$ cat src/rtl/midori_mask_pkg.sv
// Shared constants and FSM state type for the masked Midori affine datapath.
package midori_mask_pkg;
    localparam int STATE_W  = 64;
    localparam int NIBBLE_W = 4;
    localparam int SHARES   = 3;

    localparam logic [NIBBLE_W-1:0] AFFINE_CONST     = 4'b1001;
    localparam logic [NIBBLE_W-1:0] AFFINE_INV_CONST = 4'b0110;

    typedef enum logic [1:0] {IDLE, RUN, DONE} state_t;
endpackage

$ cat src/rtl/midori_affine_inv_serial_if.sv
// Three-share request/result bus with valid/ready handshakes on both sides.
interface midori_affine_inv_serial_if;
    import midori_mask_pkg::*;
    logic               in_valid;
    logic               in_ready;
    logic [STATE_W-1:0] s1, s2, s3;
    logic               out_valid;
    logic               out_ready;
    logic [STATE_W-1:0] o1, o2, o3;

    modport master (output in_valid, s1, s2, s3, out_ready,
                    input  in_ready, out_valid, o1, o2, o3);
    modport slave  (input  in_valid, s1, s2, s3, out_ready,
                    output in_ready, out_valid, o1, o2, o3);
endinterface

$ cat src/rtl/affine_inv_nibble.sv
// Inverse output-affine map on one nibble of one share; cen adds the share-1 constant.
module affine_inv_nibble
    import midori_mask_pkg::*;
(
    input  logic [NIBBLE_W-1:0] y,
    input  logic                cen,
    output logic [NIBBLE_W-1:0] x
);
    logic [NIBBLE_W-1:0] lin;

    assign lin = {y[2], y[3] ^ y[2] ^ y[1], y[0], y[2] ^ y[1]};
    assign x   = lin ^ (cen ? AFFINE_INV_CONST : '0);
endmodule

$ cat src/rtl/midori_affine_inv_serial.sv
// Serial 3-share inverse affine layer, LANES nibbles per step, rotate-right datapath.
// Optional AFFINE_INV_ZEROIZE_EN: wipe shares on delivery and gate outputs outside DONE.
module midori_affine_inv_serial
    import midori_mask_pkg::*;
#(
    parameter int LANES = 1
) (
    input  logic                        clk,
    input  logic                        rst,
    midori_affine_inv_serial_if.slave   bus
);
    localparam int N  = 16 / LANES;
    localparam int CW = (N > 1) ? $clog2(N) : 1;
    localparam int W  = NIBBLE_W * LANES;

    state_t                               state, state_nx;
    logic [CW-1:0]                        cnt;
    logic [SHARES-1:0][STATE_W-1:0]       wr;
    logic [SHARES-1:0][STATE_W-1:0]       rot;
    logic [SHARES-1:0][W-1:0]             tf;

    for (genvar s = 0; s < SHARES; s++) begin : g_share
        for (genvar l = 0; l < LANES; l++) begin : g_lane
            affine_inv_nibble u_nib (
                .y   (wr[s][NIBBLE_W*l +: NIBBLE_W]),
                .cen (s == 0),
                .x   (tf[s][NIBBLE_W*l +: NIBBLE_W])
            );
        end
        // Transformed low slice re-enters at the top so N steps restore nibble order.
        if (LANES == 16) begin : g_full
            assign rot[s] = tf[s];
        end else begin : g_part
            assign rot[s] = {tf[s], wr[s][STATE_W-1:W]};
        end
    end

    always_comb begin
        state_nx      = state;
        bus.in_ready  = 1'b0;
        bus.out_valid = 1'b0;
        case (state)
            IDLE: begin
                bus.in_ready = 1'b1;
                if (bus.in_valid) state_nx = RUN;
            end
            RUN:  if (cnt == CW'(N - 1)) state_nx = DONE;
            DONE: begin
                bus.out_valid = 1'b1;
                if (bus.out_ready) state_nx = IDLE;
            end
            default: state_nx = IDLE;
        endcase
    end

    always_ff @(posedge clk) begin
        if (rst) begin
            state <= IDLE;
            cnt   <= '0;
            wr    <= '0;
        end else begin
            state <= state_nx;
            case (state)
                IDLE: if (bus.in_valid) begin
                    wr  <= {bus.s3, bus.s2, bus.s1};
                    cnt <= '0;
                end
                RUN: begin
                    wr <= rot;
                    if (cnt != CW'(N - 1)) cnt <= cnt + CW'(1);
                end
`ifdef AFFINE_INV_ZEROIZE_EN
                DONE: if (bus.out_ready) wr <= '0;
`endif
                default: ;
            endcase
        end
    end

`ifdef AFFINE_INV_ZEROIZE_EN
    // Hide partially rotated shares; only the finished result is ever visible.
    assign bus.o1 = (state == DONE) ? wr[0] : '0;
    assign bus.o2 = (state == DONE) ? wr[1] : '0;
    assign bus.o3 = (state == DONE) ? wr[2] : '0;
`else
    assign bus.o1 = wr[0];
    assign bus.o2 = wr[1];
    assign bus.o3 = wr[2];
`endif
endmodule
$ cat src/flat_wrapper.sv
// flat-port wrapper written by rule: the top's interface ports become plain ports
module midori_affine_inv_serial_flat import midori_mask_pkg::*;
#(
    parameter int LANES = 1
)
  (clk, rst, bus_in_valid, bus_s1, bus_s2, bus_s3, bus_out_ready, bus_in_ready, bus_out_valid, bus_o1, bus_o2, bus_o3);
  midori_affine_inv_serial_if bus_i ();
  input  logic clk;
  input  logic rst;
  input wire logic [$bits(bus_i.in_valid)-1:0] bus_in_valid;
  input wire logic [$bits(bus_i.s1)-1:0] bus_s1;
  input wire logic [$bits(bus_i.s2)-1:0] bus_s2;
  input wire logic [$bits(bus_i.s3)-1:0] bus_s3;
  input wire logic [$bits(bus_i.out_ready)-1:0] bus_out_ready;
  output wire logic [$bits(bus_i.in_ready)-1:0] bus_in_ready;
  output wire logic [$bits(bus_i.out_valid)-1:0] bus_out_valid;
  output wire logic [$bits(bus_i.o1)-1:0] bus_o1;
  output wire logic [$bits(bus_i.o2)-1:0] bus_o2;
  output wire logic [$bits(bus_i.o3)-1:0] bus_o3;
  assign bus_i.in_valid = bus_in_valid;
  assign bus_i.s1 = bus_s1;
  assign bus_i.s2 = bus_s2;
  assign bus_i.s3 = bus_s3;
  assign bus_i.out_ready = bus_out_ready;
  assign bus_in_ready = bus_i.in_ready;
  assign bus_out_valid = bus_i.out_valid;
  assign bus_o1 = bus_i.o1;
  assign bus_o2 = bus_i.o2;
  assign bus_o3 = bus_i.o3;
  midori_affine_inv_serial #(.LANES(LANES)) u_core (.clk(clk), .rst(rst), .bus(bus_i));
endmodule
$ cat config.mk
export PLATFORM = sky130hd
export DESIGN_NAME = midori_affine_inv_serial_flat
export DESIGN_NICKNAME = d
export VERILOG_FILES = /design/src/rtl/midori_mask_pkg.sv /design/src/rtl/midori_affine_inv_serial_if.sv /design/src/rtl/affine_inv_nibble.sv /design/src/rtl/midori_affine_inv_serial.sv /design/src/flat_wrapper.sv
export SDC_FILE = /design/constraint.sdc
export NUM_CORES = 1
export LEC_CHECK = 0
export BUFFER_PORTS_ARGS = -buffer_cell sky130_fd_sc_hd__buf_2
export CORE_AREA = 2 2 152 154
export DETAILED_ROUTE_END_ITERATION = 10
export DIE_AREA = 0 0 154 156
export PLACE_DENSITY = 0.68
export SLEW_MARGIN = 30
export SYNTH_ARGS = -nofsm -noshare
export SYNTH_HDL_FRONTEND = slang
export SYNTH_SLANG_ARGS = --single-unit
$ cat constraint.sdc
create_clock -name clk -period 1.96 [get_ports clk]
set_input_delay 0.294 -clock clk [delete_from_list [all_inputs] [get_ports clk]]
set_output_delay 0.294 -clock clk [all_outputs]
set_load 0.01 [all_outputs]
==> results of run 1 <==
final cells by class:
type                    count  area [um^2]
inverters                   1         3.75
multi-input cells         805         4150
well taps                 285          357
clock inverters            12          114
clock buffers              19          453
flip-flops and latches    198         3970
fillers                  2264        11000
repair buffers            418         2310
sequential cells by signal, summed over array words and instances (netlist names):
register and count:
u_core.bus.o3 64, u_core.state 2, u_core.bus.o1 64, u_core.cnt 4, u_core.bus.o2 64
stage by stage:
step	total power (uW)	hold slack [ps]	setup slack, ps
after floorplan	5820	456	532
after global placement	6670	474	245
after detailed placement	6700	480	175
after CTS	10100	106	147
after global routing	10500	103	156
final	10000	122	261
per-layer routing:
layer | wire, um | up-vias | GRT usage | part of all wire
met3 | 2040 | 30 | 0.0628 | 0.071
met1 | 12300 | 4227 | 0.293 | 0.43
met2 | 14000 | 355 | 0.386 | 0.49
met5 | 13 | - | 0 | 0.00045
li1 | - | 4546 | - | -
met4 | 398 | 2 | 0.0485 | 0.014
power groups by stage:
stage | clock network (uW) | registers (uW) | logic (uW)
finish | 3420 | 4720 | 1880
global route | 3680 | 4770 | 2080
CTS | 3480 | 4720 | 1900
detailed placement | 0 | 4810 | 1890
global placement | 0 | 4810 | 1860
floorplan | 0 | 4890 | 931
synth_stat cells, drive strengths merged (2+ instances only):
cell type | count | area share
nand2 | 372 | 0.16
dfxtp | 198 | 0.46
nor2 | 194 | 0.084
a311oi | 186 | 0.19
buf | 82 | 0.055
clkbuf | 26 | 0.011
a21oi | 5 | 0.0029
nor3 | 5 | 0.0029
a211oi | 3 | 0.0026
a22o | 3 | 0.0030
and3 | 3 | 0.0022
nand2b | 3 | 0.0022
o21bai | 3 | 0.0026
xnor2 | 3 | 0.0030
nand3 | 2 | 0.0012
nand3b | 2 | 0.0017
nand4 | 2 | 0.0014
o21ai | 2 | 0.0012
o41ai | 2 | 0.0020
or3 | 2 | 0.0014
xor2 | 2 | 0.0020
worst max-delay path, delay by kind of cell, from the launching register on:
| family | cells | cell delay [ps] |
|---|---|---|
| flops | 1 | 470 |
| buf+inv | 2 | 520 |
| simple gates | 1 | 70 |
| compound gates | 2 | 510 |
how the worst min path moves through the flow:
stage / startpoint / endpoint / slack (ps)
2_1_floorplan: bus_s3[31] / u_core.bus.o3[31] / 460
3_3_place_gp: u_core.bus.o3[50] / u_core.bus.o3[46] / 470
3_5_place_dp: u_core.bus.o1[27] / u_core.bus.o1[23] / 480
4_1_cts: bus_s1[11] / u_core.bus.o1[11] / 110
5_1_grt: bus_s1[36] / u_core.bus.o1[36] / 100
6_report: bus_s1[11] / u_core.bus.o1[11] / 120
logic make-up (layout without fill, tap and decap cells):
kind of cell               after synthesis  in the layout  share of synthesized area
DFF                                    198            198                      0.457
AOI/OAI and AO/OA                      209            209                      0.207
buffers and inverters                  109            450                     0.0669
adders and majority gates                1              1                    0.00144
xor gates and xnor gates                 5              5                    0.00505
and+or+nand+nor                        590            590                      0.262
==> flow_summary.ini, run 1 <==
[die]
die_h_um = 156
core_um2 = 22400
ios = 390
num_rows = 55
initial_core_util = 0.388
die_x_um = 154
fp.dieArea_um2 = 24000

[clock_network]
ctsHoldBuffers = 0
clk_pin_slew_ps = 80
clock-root-buffer = clkbuf_16
cts_sinks = 198
cts_made_buffers = 17
htreeDepth = 4
post-cts-setup-buffer-count = 0
cts_resized = 0
ctsLongestPathBuffers = 2
cts_tree = built
clkLatencyLatePin_ps = 430

[worst_setup_path]
r2r_cells = 5
r2r_start = u_core.state[0]
r2r_slack_ps = 260
worstSetupPathType = reg -> reg
crit_path_end = u_core.bus.o2[17]
slowest_delay_ps = 470
startpoint = u_core.state[0]
cp-start-kind = register
path_cells = o21ba_4 > buf_12 > buf_4 > nor2_1 > a311oi_1
crit_required_ps = 2280
cp_max_fo = 36
worst_r2r_endpoint = u_core.bus.o2[17]
crit_slowest_cell = dfxtp_2
cp-end-kind = register
arrival_ps = 2020

[logic_synthesis]
synthesis.nets = 1309
ys_seq_elements = 198
synth_area_um2 = 8670
async_reset_ff_frac = 0
ys_seq_area_frac = 0.457
ys_types = 35
ys_warn_count = 0
ys.flop_type = dfxtp_1
synth_area_per_cell_um2 = 7.80
syn_inst = 1112
synth-edff-count = 0

[timing]
fmax_mhz = 588
setup-tns-final_ps = 0
fin_crit_sh = 0.867
setup_viol = 0
slew_headroom = 0.688
rsz0062_at_grt = no
final_hold_viol_count = 0
slew_viol_final = 0
layout_min_cycle_time_ps = 1700
tightest_slew_ps = 468
clock_skew_ps = 12.8

[global_routing]
antenna_found_initial = 1
grt_max_degree = 99
grt_pass1_wl_mm = 44.4
grt_usage = 0.228
grt_overflow = 0
grt_pass1_vias = 8256

[power_and_ir_drop]
powerDensity_nw_per_um2 = 883
clkPwrFrac = 0.341
p_seq_frac = 0.471
power_leakage_uw = 0.00533
p_switching_uw = 3100
p_sw_frac = 0.309
intPower_uw = 6920
combPwrFrac = 0.188
ir_drop_mv = 0.524

[place]
place.gp.congestion = 0.836
dpl.cell_count = 1707
place_area_um2 = 10800
io_buffers = 389
dp_hpwl_mm = 20.6

[finish]
layout_commonest_cell = buf_2
fin_cells = 1738
final_cell_mix = buf_2, nand2_1, dfxtp_1
stdcell_area_um2 = 11300
num_antenna_cells = 0
drive_gt1_frac = 0.312
layout.nets = 1638
area_growth_pct = 30.8
fin_util = 0.507

[worst_hold_path]
hold_class = in -> reg
holdPathStages = 3

[route]
ant_nets = 0
vias = 9160
firstDrtPassIters = 5
viasPerCell = 5.27
drc = 0
first_iter_violations = 645
finalWirelength_mm = 28.8
wl_per_cell_um = 16.6

[outcome]
status = complete, no violations

[flow_run]
maxCapViolCount = 0
No activity file was read; power rests on OpenSTA's default activity.
==> inputs of run 2 (changes only) <==
clock period = 2 ns   (was 1.96 ns; I/O delays follow)
==> flow_summary.ini, run 2 (synthesis gave the netlist of run 1 again) <==
[clock_network]
post-cts-setup-buffer-count = 0
cts_sinks = 198
htreeDepth = 4
cts_resized = 0
clock-root-buffer = clkbuf_16
ctsHoldBuffers = 0
clkLatencyLatePin_ps = 430
cts_tree = built
cts_made_buffers = 17
ctsLongestPathBuffers = 2
clk_pin_slew_ps = 80

[timing]
layout_min_cycle_time_ps = 1840
slew_viol_final = 0
tightest_slew_ps = 576
final_hold_viol_count = 0
setup_viol = 0
setup-tns-final_ps = 0
fmax_mhz = 543
slew_headroom = 0.616
rsz0062_at_grt = no
clock_skew_ps = 13.6
fin_hold_ws_ps = 120
fin_crit_sh = 0.921

[worst_setup_path]
startpoint = u_core.state[0]
path_buf_inv = 1
cp-end-kind = register
r2r_cells = 4
crit_required_ps = 2320
cp_max_fo = 26
path_cells = and2b_4 > buf_4 > nand2_1 > a311oi_1
r2r_start = u_core.state[0]
r2r_slack_ps = 160
worst_r2r_endpoint = u_core.bus.o2[12]
worstSetupPathDepth = 4
worstSetupPathType = reg -> reg
crit_slowest_cell = dfxtp_1
arrival_ps = 2160
cp-start-kind = register
path_delay_family = flip-flops
slowest_delay_ps = 590

[finish]
stdcell_area_um2 = 11600
fin_cells = 1756
area_growth_pct = 34.1
drive_gt1_frac = 0.319
layout.nets = 1654
layout_commonest_cell = buf_2
fin_util = 0.520
final_cell_mix = buf_2, nand2_1, dfxtp_1

[global_routing]
grt_pass1_wl_mm = 45.4
antenna_found_initial = 3
grt_pass1_vias = 8646
grt_overflow = 0
grt_max_degree = 69
grt_usage = 0.235

[die]
core_um2 = 22400
die_h_um = 156
die_x_um = 154
initial_core_util = 0.388
ios = 390
num_rows = 55
fp.dieArea_um2 = 24000

[place]
place_area_um2 = 11100
dp_hpwl_mm = 21.7
place.gp.congestion = 0.846
io_buffers = 389
dpl.cell_count = 1723

[route]
wl_per_cell_um = 16.8
vias = 9247
viasPerCell = 5.27
finalWirelength_mm = 29.5
first_iter_violations = 778
drc = 0
firstDrtPassIters = 5
ant_nets = 0

[worst_hold_path]
hold_class = in -> reg
hp-start = bus_s1[16]
hold_path_end = u_core.bus.o1[16]
holdPathStages = 3

[power_and_ir_drop]
power_leakage_uw = 0.00547
powerDensity_nw_per_um2 = 851
p_sw_frac = 0.311
intPower_uw = 6820
ir_drop_mv = 0.480
combPwrFrac = 0.196
p_seq_frac = 0.467
p_switching_uw = 3080
clkPwrFrac = 0.337

[outcome]
status = complete, no violations

[flow_run]
maxCapViolCount = 0
run 2: changes by cell type in the layout (fill, tap and decap cells not counted):
cell / delta
buf_12: +14
clkbuf_1: +1
inv_6: +1
buf_4: +2
dfxtp_2: -1
clkinv_4: -1
dfxtp_1: +1
diode_2: +2
clkbuf_8: -1
run 2: how the worst max path moves through the flow:
stage / end / slack (ps)
after detailed placement: u_core.bus.o3[48] / 180
final: u_core.bus.o2[12] / 160
after CTS: u_core.bus.o3[48] / 160
after global routing: u_core.bus.o1[38] / 4
after floorplan: u_core.cnt[3] / 570
after global placement: u_core.bus.o3[50] / 280
run 2: routing by layer:
metal  routed length [um]  up-vias  part of all wire  global-route usage
li1                     -     4588                 -                   -
met1                12800     4233              0.43               0.298
met2                13800      373              0.47               0.389
met3                 2090       51             0.071              0.0592
met4                  697        2             0.024              0.0806
met5                   13        -           0.00044                   0
run 2: tightest hold or removal path: stages:
cell and delay (ps):
buf_2 100, nand2_1 40, a311oi_1 70
run 2: area by class of cell:
type | count | area [um^2]
tap | 285 | 357
timing repair buffer | 434 | 2600
sequential | 198 | 3960
fill | 2178 | 10700
inverter | 1 | 3.75
antenna | 2 | 5.00
clock inverter | 12 | 114
clock buffer | 19 | 443
multi-input combinational | 805 | 4150
run 2: metrics by stage:
stage	total power, uW	setup WS [ps]
finish	9910	158
global route	10400	4.29
CTS	9980	162
detailed placement	6670	185
global placement	6630	276
floorplan	5700	572
run 2: power groups by stage:
stage / registers [uW] / logic [uW] / clock network [uW]
after floorplan: 4790 / 912 / 0
after global placement: 4710 / 1920 / 0
after detailed placement: 4710 / 1950 / 0
after CTS: 4620 / 1960 / 3400
after global routing: 4670 / 2140 / 3550
final: 4620 / 1950 / 3340
==> inputs of run 3 (changes only) <==
REMOVE_ABC_BUFFERS = 1   (was default)
==> flow_summary.ini, run 3 (synthesis gave the netlist of run 1 again) <==
[timing]
fin_ws_ps = 226
setup-tns-final_ps = 0
fin_crit_sh = 0.887
fin_hold_ws_ps = 120
tightest_slew_ps = 424
clock_skew_ps = 12.4
final_hold_viol_count = 0
slew_headroom = 0.717
slew_viol_final = 0
fmax_mhz = 564
rsz0062_at_grt = no
layout_min_cycle_time_ps = 1770
setup_viol = 0

[power_and_ir_drop]
ir_drop_mv = 0.426
p_sw_frac = 0.309
power_leakage_uw = 0.00537
clkPwrFrac = 0.339
powerDensity_nw_per_um2 = 858
p_seq_frac = 0.471
p_switching_uw = 3030
intPower_uw = 6760
combPwrFrac = 0.190

[place]
place.gp.congestion = 0.821
dp_hpwl_mm = 20.2
place_area_um2 = 10900
io_buffers = 389
dp_slack_ps = 255

[die]
initial_core_util = 0.388
die_x_um = 154
fp.dieArea_um2 = 24000
die_h_um = 156
ios = 390
num_rows = 55
core_um2 = 22400

[worst_setup_path]
crit_required_ps = 2330
path_cells = and2b_4 > buf_4 > nand2_1 > a311oi_1
cp-end-kind = register
cp_max_fo = 27
r2r_cells = 4
path_buf_inv = 1
slowest_delay_ps = 530
arrival_ps = 2100
path_delay_family = flip-flops
cp-start-kind = register
worstSetupPathDepth = 4
crit_slowest_cell = dfxtp_1
worstSetupPathType = reg -> reg

[global_routing]
grt_overflow = 0
grt_max_degree = 62
antenna_found_initial = 1
grt_pass1_wl_mm = 43.5
grt_usage = 0.221
grt_pass1_vias = 8588

[route]
vias = 9323
finalWirelength_mm = 27.9
first_iter_violations = 508
drc = 0
viasPerCell = 5.35
firstDrtPassIters = 5
wl_per_cell_um = 16.0
ant_nets = 0

[outcome]
status = complete, no violations

[finish]
ff_latch_area_um2 = 3960
fillers = 2209
fin_util = 0.510
stdcell_area_um2 = 11400
layout.nets = 1641
layout_commonest_cell = buf_2
final_cell_mix = buf_2, nand2_1, dfxtp_1
area_growth_pct = 31.6
multi_input_area_um2 = 4150
drive_gt1_frac = 0.313

[clock_network]
cts_tree = built
cts_made_buffers = 17
post-cts-setup-buffer-count = 0
clkLatencyLatePin_ps = 440
clk_pin_slew_ps = 80
ctsLongestPathBuffers = 2
cts_sinks = 198
clock-root-buffer = clkbuf_16
htreeDepth = 4
cts_resized = 0
ctsHoldBuffers = 0

[worst_hold_path]
holdPathStages = 3
hold_class = in -> reg

[flow_run]
maxCapViolCount = 0
run 3: final cells by class:
type | instances | area share
Antenna cell | 1 | 0.000219
Clock inverter | 12 | 0.0105
Multi-Input combinational cell | 805 | 0.363
Clock buffer | 18 | 0.0385
Timing Repair Buffer | 421 | 0.209
Inverter | 1 | 0.000329
Sequential cell | 198 | 0.347
Tap cell | 285 | 0.0312
run 3: worst paths after layout:
path / startpoint / endpoint / slack [ps]
setup reg to reg: u_core.state[0] / u_core.bus.o2[20] / 230
hold / removal: bus_s3[46] / u_core.bus.o3[46] / 120
hold reg to reg: u_core.bus.o2[9] / u_core.bus.o2[5] / 490
setup / recovery: u_core.state[0] / u_core.bus.o2[20] / 230
run 3: power by group through the flow:
stage | registers, uW | clock network (uW) | logic (uW)
finish | 4610 | 3320 | 1860
global route | 4660 | 3530 | 2070
CTS | 4610 | 3390 | 1870
detailed placement | 4700 | 0 | 1860
global placement | 4700 | 0 | 1840
floorplan | 4800 | 0 | 945
run 3: worst register-to-register path, stage by stage (launching register included):
cell and delay, ps:
dfxtp_1 530, and2b_4 400, buf_4 350, nand2_1 110
a311oi_1 280
run 3: metal layers:
layer  global-route usage  wire length, um
met4               0.0806              666
met5                    0               13
met2                0.370            13200
met3               0.0639             2210
met1                0.273            11800
run 3: stage by stage:
stage,power [uW],instances
final,9790,1741
after global routing,10300,1740
after global placement,6530,1710
after CTS,9860,1740
after detailed placement,6560,1710
after floorplan,5750,1004
